--- config.mk ---
export PLATFORM = sky130hd
export DESIGN_NAME = instruction_fetch
export DESIGN_NICKNAME = d
export VERILOG_FILES = /design/src/rtl/instruction_fetch.sv
export SDC_FILE = /design/constraint.sdc
export NUM_CORES = 1
export LEC_CHECK = 0
export CORE_ASPECT_RATIO = 1.1
export CORE_MARGIN = 4
export CORE_UTILIZATION = 50
export DETAILED_ROUTE_END_ITERATION = 12
export PLACE_DENSITY = 0.76
export SYNTH_ARGS = -nofsm -noshare
export SYNTH_HDL_FRONTEND = slang
export SYNTH_SLANG_ARGS = --single-unit
--- constraint.sdc ---
create_clock -name clk -period 4.4 [get_ports clk]
set_clock_uncertainty 0.2 [all_clocks]
set_input_delay 0.88 -clock clk [delete_from_list [all_inputs] [get_ports clk]]
set_output_delay 0.88 -clock clk [all_outputs]
set_load 0.1 [all_outputs]
--- src/rtl/instruction_fetch.sv ---
// Instruction fetch stage: drives a ready/valid instruction memory and presents
// fetched words to IF/ID. Uses a one-entry skid buffer, and an outstanding request can be discarded after a redirect.
module instruction_fetch #(
    parameter logic [31:0] RESET_PC = 32'h0000_0000
) (
    input  logic        clk,
    input  logic        reset,
    input  logic        stall,
    input  logic        redirect,
    input  logic [31:0] redirect_address,
    output logic        imem_req,
    output logic [31:0] imem_addr,
    input  logic        imem_ready,
    input  logic [31:0] imem_rdata,
    output logic [31:0] next_instruction,
    output logic [31:0] supposed_next_address,
    output logic        fetch_valid
);

    typedef enum logic [1:0] {FETCH, DRAIN, DISCARD} state_t;

    state_t      state, state_n;
    logic [31:0] pc, pc_n;
    logic        imem_req_n;
    logic [31:0] imem_addr_n;
    logic        skid_valid, skid_valid_n;
    logic [31:0] skid_instruction, skid_instruction_n;
    logic [31:0] skid_address, skid_address_n;
    logic [31:0] next_instruction_n, supposed_next_address_n;
    logic        fetch_valid_n;

    logic        accept, slot_free;
    logic [31:0] target;

    assign accept    = imem_req && imem_ready;
    assign slot_free = !fetch_valid || !stall;
    assign target    = redirect_address & 32'hFFFF_FFFC;

    always_comb begin
        state_n                 = state;
        pc_n                    = pc;
        imem_req_n              = imem_req;
        imem_addr_n             = imem_addr;
        skid_valid_n            = skid_valid;
        skid_instruction_n      = skid_instruction;
        skid_address_n          = skid_address;
        next_instruction_n      = next_instruction;
        supposed_next_address_n = supposed_next_address;
        fetch_valid_n           = fetch_valid;

        if (redirect) begin
            pc_n               = target;
            fetch_valid_n      = 1'b0;
            next_instruction_n = 32'd0;
            skid_valid_n       = 1'b0;
            // An unanswered request must stay on the bus; its word is dropped later.
            if (imem_req && !imem_ready) begin
                state_n = DISCARD;
            end else begin
                state_n     = FETCH;
                imem_req_n  = 1'b1;
                imem_addr_n = target;
            end
        end else begin
            case (state)
                FETCH: begin
                    if (accept) begin
                        pc_n = pc + 32'd4;
                        if (slot_free) begin
                            next_instruction_n      = imem_rdata;
                            supposed_next_address_n = imem_addr + 32'd4;
                            fetch_valid_n           = 1'b1;
                            imem_req_n              = 1'b1;
                            imem_addr_n             = pc + 32'd4;
                        end else begin
                            skid_instruction_n = imem_rdata;
                            skid_address_n     = imem_addr + 32'd4;
                            skid_valid_n       = 1'b1;
                            imem_req_n         = 1'b0;
                            state_n            = DRAIN;
                        end
                    end else begin
                        if (!imem_req) begin
                            imem_req_n  = 1'b1;
                            imem_addr_n = pc;
                        end
                        if (!stall) fetch_valid_n = 1'b0;
                    end
                end
                DRAIN: begin
                    if (!stall) begin
                        next_instruction_n      = skid_instruction;
                        supposed_next_address_n = skid_address;
                        fetch_valid_n           = 1'b1;
                        skid_valid_n            = 1'b0;
                        imem_req_n              = 1'b1;
                        imem_addr_n             = pc;
                        state_n                 = FETCH;
                    end
                end
                DISCARD: begin
                    if (accept) begin
                        imem_req_n  = 1'b1;
                        imem_addr_n = pc;
                        state_n     = FETCH;
                    end
                    if (!stall) fetch_valid_n = 1'b0;
                end
                default: state_n = FETCH;
            endcase
        end
    end

    always_ff @(posedge clk) begin
        if (reset) begin
            state                 <= FETCH;
            pc                    <= RESET_PC;
            imem_req              <= 1'b0;
            imem_addr             <= RESET_PC;
            skid_valid            <= 1'b0;
            skid_instruction      <= 32'd0;
            skid_address          <= 32'd0;
            next_instruction      <= 32'd0;
            supposed_next_address <= 32'd0;
            fetch_valid           <= 1'b0;
        end else begin
            state                 <= state_n;
            pc                    <= pc_n;
            imem_req              <= imem_req_n;
            imem_addr             <= imem_addr_n;
            skid_valid            <= skid_valid_n;
            skid_instruction      <= skid_instruction_n;
            skid_address          <= skid_address_n;
            next_instruction      <= next_instruction_n;
            supposed_next_address <= supposed_next_address_n;
            fetch_valid           <= fetch_valid_n;
        end
    end

endmodule

==> impl_results.html <==
<table>
<tr><th>Metric</th><th>Value</th></tr>
<tr><th colspan="2">Setup path</th></tr>
<tr><td>R2R setup slack</td><td>1.18 ns</td></tr>
<tr><td>Biggest cell delay along the critical path</td><td>approximately 0.66 ns</td></tr>
<tr><td>Critical register-to-register path endpoint</td><td>next_instruction[20]</td></tr>
<tr><td>Max Fanout on Critical Path</td><td>16</td></tr>
<tr><td>Count of buffer and inverter cells on the critical path</td><td>2</td></tr>
<tr><td>Critical path capture point type</td><td>flop</td></tr>
<tr><td>Nature of the critical path startpoint</td><td>input port</td></tr>
<tr><td>Sequence of cells on the critical path</td><td>clkdlybuf4s50_1 &gt; nand2_1 &gt; a31oi_1 &gt; nand3_1 &gt; buf_4 &gt; a21boi_0 &gt; o22ai_1</td></tr>
<tr><td>Arrival time of data at the critical path endpoint</td><td>around 3.4 ns</td></tr>
<tr><td>Required @ worst endpoint</td><td>~4.5 ns</td></tr>
<tr><td>Delay-heaviest family, CP</td><td>buffers and inverters</td></tr>
<tr><td>Kind of critical path</td><td>input port to flop</td></tr>
<tr><td>Cell with the biggest individual delay on the critical path</td><td>sky130_fd_sc_hd__clkdlybuf4s50_1</td></tr>
<tr><td>Worst Reg-to-Reg Cells</td><td>7</td></tr>
<tr><td>Reg-to-reg critical path startpoint</td><td>state[1]</td></tr>
<tr><th colspan="2">Floorplanning</th></tr>
<tr><td>Standard cell core area</td><td>around 18000 um2</td></tr>
<tr><td>Number of top-level pins</td><td>between 150 and 200</td></tr>
<tr><td>Row Count</td><td>51</td></tr>
<tr><td>Total Die Area</td><td>20800 um2</td></tr>
<tr><td>Die Width</td><td>about 140 um</td></tr>
<tr><td>Starting Density</td><td>between 50% and 60%</td></tr>
<tr><td>Die span in y</td><td>around 150 um</td></tr>
<tr><th colspan="2">Pwr</th></tr>
<tr><td>Portion of total power attributed to combinational logic</td><td>19.7%</td></tr>
<tr><td>Power share of the sequential group</td><td>45.1%</td></tr>
<tr><td>Total internal power</td><td>2.75 mW</td></tr>
<tr><td>IR drop worst, VDD</td><td>about 0.29 mV</td></tr>
<tr><td>Leakage power figure</td><td>~3.9 nW</td></tr>
<tr><td>Net Switching</td><td>1.38 mW</td></tr>
<tr><td>Fraction of power spent switching nets</td><td>around 33%</td></tr>
<tr><td>Power density over the cells</td><td>about 360 nW/um2</td></tr>
<tr><td>Overall power of the completed layout</td><td>4.13 mW</td></tr>
<tr><td>Clock Power Share</td><td>a little over a third</td></tr>
<tr><th colspan="2">Timing</th></tr>
<tr><td>Setup repair after global routing missed its margin</td><td>false</td></tr>
<tr><td>Setup violators final</td><td>0</td></tr>
<tr><td>Final Hold Vio Count</td><td>0</td></tr>
<tr><td>Fin crit share</td><td>about three quarters</td></tr>
<tr><td>Time the final worst path needs with I/O delays and setup</td><td>about 3.3 ns</td></tr>
<tr><td>Final worst-path setup slack</td><td>~1.1 ns</td></tr>
<tr><td>Peak Freq</td><td>305 MHz</td></tr>
<tr><td>Slew of the pin with the lowest slew margin</td><td>~1.2 ns</td></tr>
<tr><td>Slew Limit Headroom</td><td>a little over a fifth</td></tr>
<tr><td>Final TNS setup</td><td>0 ns</td></tr>
<tr><td>Final-report max-slew violation count</td><td>0</td></tr>
<tr><th colspan="2">Global route</th></tr>
<tr><td>GRT Overall Usage</td><td>24.7%</td></tr>
<tr><td>Overall overflow remaining after global route</td><td>0</td></tr>
<tr><td>Pin count of the biggest net entering global routing</td><td>100</td></tr>
<tr><td>Via count of the first global-routing pass</td><td>between 7000 and 8000</td></tr>
<tr><td>Number of antenna violations at the first check in global routing</td><td>0</td></tr>
<tr><td>Global-route wire length before repair</td><td>roughly 41 mm</td></tr>
<tr><th colspan="2">Placed design</th></tr>
<tr><td>Place WS</td><td>roughly 0.74 ns</td></tr>
<tr><td>Routability cong.</td><td>roughly 0.92</td></tr>
<tr><td>Port Buffer Count</td><td>160</td></tr>
<tr><td>Hpwl dp</td><td>around 17 mm</td></tr>
<tr><th colspan="2">Route</th></tr>
<tr><td>Antenna Nets Post-Route</td><td>0</td></tr>
<tr><td>Remaining DRCs</td><td>0</td></tr>
<tr><td>WL/cell</td><td>around 17 um</td></tr>
<tr><td>Aggregate routed wire length</td><td>roughly 26 mm</td></tr>
<tr><td>Overall via count from detail_route</td><td>~8500</td></tr>
<tr><td>First-pass detailed-route iteration total</td><td>5</td></tr>
<tr><td>Via/cell ratio</td><td>5.81</td></tr>
<tr><td>Drt initial violations</td><td>900</td></tr>
<tr><th colspan="2">Clocking</th></tr>
<tr><td>Buffers inserted during post-CTS setup optimization</td><td>0</td></tr>
<tr><td>Cell at the root of the clock tree</td><td>sky130_fd_sc_hd__clkbuf_16</td></tr>
<tr><td>H-tree level count</td><td>4</td></tr>
<tr><td>TritonCTS clock tree</td><td>yes</td></tr>
<tr><td>Maximum clock insertion buffer count</td><td>2</td></tr>
<tr><td>Clock sinks</td><td>~190</td></tr>
<tr><td>CTS Hold Bufs</td><td>0</td></tr>
<tr><td>TritonCTS buffer count</td><td>17</td></tr>
<tr><td>Count of cells resized by post-cts repair</td><td>0</td></tr>
<tr><td>Clock transition time at the flip-flop clock pins of the worst setup and hold paths</td><td>approximately 0.07 ns</td></tr>
<tr><td>Clock latency on the worst-skew pair</td><td>roughly 0.43 ns</td></tr>
<tr><th colspan="2">Synthesis</th></tr>
<tr><td>Ranking of synthesized cells by area</td><td>sky130_fd_sc_hd__dfxtp_1 41%, sky130_fd_sc_hd__nand2_1 5.7%, sky130_fd_sc_hd__a21oi_1 5.1%, sky130_fd_sc_hd__a211oi_1 4.3%, sky130_fd_sc_hd__mux2i_1 4.2%</td></tr>
<tr><td>Syn. warnings</td><td>0</td></tr>
<tr><td>Dominant synthesized flop cell</td><td>sky130_fd_sc_hd__dfxtp_1</td></tr>
<tr><td>Library cells used by synthesis</td><td>64</td></tr>
<tr><td>Portion of the post-synthesis area used by sequential elements</td><td>40.7%</td></tr>
<tr><td>Flops &amp; latches, synth</td><td>188</td></tr>
<tr><td>Cells after Synth</td><td>approximately 1100</td></tr>
<tr><td>Async set-or-reset flop fraction in the synthesized netlist</td><td>0%</td></tr>
<tr><td>Synth area leader</td><td>sky130_fd_sc_hd__dfxtp_1</td></tr>
<tr><td>Mean post-synth cell area</td><td>between 8 and 9 um2</td></tr>
<tr><td>Count of flip-flops with a built-in enable after synthesis</td><td>0</td></tr>
<tr><td>Cell area after synthesis</td><td>approximately 9300 um2</td></tr>
<tr><td>Synth top area share</td><td>40.7%</td></tr>
<tr><th colspan="2">Cells and area</th></tr>
<tr><td>Area taken by flip-flops and latches</td><td>3760 um2</td></tr>
<tr><td>Antenna cell count</td><td>0</td></tr>
<tr><td>P&amp;R area growth vs syn</td><td>24.0%</td></tr>
<tr><td>Total of fill cells in the finished design</td><td>around 1500</td></tr>
<tr><td>Multi-input logic area</td><td>around 5100 um2</td></tr>
<tr><td>Commonest cells after routing, fill and taps aside</td><td>188 x sky130_fd_sc_hd__dfxtp_1, 158 x sky130_fd_sc_hd__clkdlybuf4s50_1, 140 x sky130_fd_sc_hd__nand2_1, 93 x sky130_fd_sc_hd__a21oi_1, 84 x sky130_fd_sc_hd__nor2_1</td></tr>
<tr><td>Nets@finish</td><td>approximately 1300</td></tr>
<tr><td>Most common cell after layout, fill and taps aside</td><td>sky130_fd_sc_hd__dfxtp_1</td></tr>
<tr><td>Proportion of layout cells with a drive suffix above 1</td><td>under 10%</td></tr>
<tr><th colspan="2">Run</th></tr>
<tr><td>Max-Cap Viols</td><td>0</td></tr>
<tr><th colspan="2">Hold path</th></tr>
<tr><td>Min-Delay Startpoint</td><td>supposed_next_address[13]</td></tr>
<tr><td>Hold-critical path depth</td><td>2</td></tr>
<tr><td>Hold Crit Class</td><td>flop to flop</td></tr>
<tr><td>Hold Path End</td><td>supposed_next_address[13]</td></tr>
<tr><th colspan="2">Outcome</th></tr>
<tr><td>Status</td><td>finished clean</td></tr>
</table>
==> cell usage after synthesis, types with 4 or more instances <==
cell type and number:
sky130_fd_sc_hd__o22ai_1 10, sky130_fd_sc_hd__o221ai_1 6, sky130_fd_sc_hd__o211a_1 7, sky130_fd_sc_hd__and3_1 23, sky130_fd_sc_hd__clkbuf_1 73, sky130_fd_sc_hd__and2_1 9, sky130_fd_sc_hd__o21a_1 5, sky130_fd_sc_hd__a31o_2 6
sky130_fd_sc_hd__o21ai_0 29, sky130_fd_sc_hd__xor2_1 34, sky130_fd_sc_hd__nand3_1 39, sky130_fd_sc_hd__a2111oi_0 7, sky130_fd_sc_hd__a211oi_1 53, sky130_fd_sc_hd__dfxtp_1 188, sky130_fd_sc_hd__buf_1 7, sky130_fd_sc_hd__xnor2_1 36
sky130_fd_sc_hd__a211o_1 6, sky130_fd_sc_hd__nand4_1 43, sky130_fd_sc_hd__nand2b_1 20, sky130_fd_sc_hd__mux2i_1 39, sky130_fd_sc_hd__and4_1 6, sky130_fd_sc_hd__buf_4 4, sky130_fd_sc_hd__nor2_1 84, sky130_fd_sc_hd__ha_1 5
sky130_fd_sc_hd__nor4_1 13, sky130_fd_sc_hd__a32o_1 6, sky130_fd_sc_hd__o211ai_1 10, sky130_fd_sc_hd__a31oi_1 6, sky130_fd_sc_hd__nor4_2 4, sky130_fd_sc_hd__buf_2 16, sky130_fd_sc_hd__nor3_1 26, sky130_fd_sc_hd__nor3_2 5
sky130_fd_sc_hd__a21oi_1 94, sky130_fd_sc_hd__or2_2 4, sky130_fd_sc_hd__inv_1 12, sky130_fd_sc_hd__nand2_1 140
==> layout make-up <==
class	count	share of cell area, %
multi-input cells	819	44.1
flip-flops and latches	188	32.8
repair buffers	179	15.2
clock buffers	17	3.71
well taps	238	2.59
clock inverters	15	1.11
inverters	15	0.491
==> kinds of logic after synthesis <==
group	share of synthesized area (%)
adders and majority gates	0.676
buffers and inverters	5.16
muxes	4.22
xor gates and xnor gates	6.62
DFF	40.7
AOI/OAI and AO/OA	19.1
and+or+nand+nor	23.5
other	0.0405
==> registers in the layout (all words and copies together) (netlist names) <==
name / cells
next_instruction: 32
skid_instruction: 32
imem_addr: 30
pc: 30
skid_address: 30
supposed_next_address: 30
state: 2
fetch_valid: 1
imem_req: 1
==> worst reg2reg max path, cell delays in order (launching register included) <==
cell,delay [ns]
sky130_fd_sc_hd__dfxtp_1,0.33
sky130_fd_sc_hd__inv_1,0.08
sky130_fd_sc_hd__ha_2,0.58
sky130_fd_sc_hd__inv_1,0.48
sky130_fd_sc_hd__o31ai_4,0.81
sky130_fd_sc_hd__buf_4,0.40
sky130_fd_sc_hd__nor2_1,0.07
sky130_fd_sc_hd__a211oi_1,0.20
==> worst max-delay path by stage <==
| stage | end | cells past startpoint | slack, ns | startpoint |
|---|---|---|---|---|
| after detailed placement | imem_addr[30] | 7 | 0.74 | imem_ready |
| final | imem_addr[30] | 7 | 1.12 | imem_ready |
| after floorplan | imem_addr[31] | 7 | 1.52 | imem_req |
| after CTS | imem_req | 1 | 1.12 | imem_req |
| after global routing | next_instruction[17] | 7 | 0.90 | state[1] |
| after global placement | imem_addr[12] | 7 | 0.80 | imem_ready |
==> power by group through the flow <==
| stage | logic [mW] | clock network (mW) | registers, mW |
|---|---|---|---|
| floorplan | 0.286 | 0 | 2.17 |
| global placement | 0.803 | 0 | 1.90 |
| detailed placement | 0.808 | 0 | 1.90 |
| CTS | 0.811 | 1.47 | 1.86 |
| global route | 0.859 | 1.55 | 1.87 |
| finish | 0.813 | 1.46 | 1.86 |
==> per-stage QoR <==
| step | cell area, um2 | cells | hold slack, ns | utilization, % |
|---|---|---|---|---|
| floorplan | 9270 | 1123 | 0.236 | - |
| global placement | 10900 | 1439 | 0.240 | 60.9 |
| detailed placement | 10900 | 1439 | 0.242 | 60.9 |
| CTS | 11500 | 1471 | 0.252 | 64.0 |
| global route | 11500 | 1471 | 0.267 | 64.0 |
| finish | 11500 | 1471 | 0.251 | 64.0 |
==> metal layers <==
metal / wire length (um) / up-vias / GRT usage [%]
met1: 11400 / 3987 / 33.8
li1: - / 4217 / -
met2: 12100 / 297 / 39.1
met3: 1680 / 40 / 4.85
met4: 572 / 0 / 8.40
met5: 0 / - / 0
No activity file was read; power rests on OpenSTA's default activity.
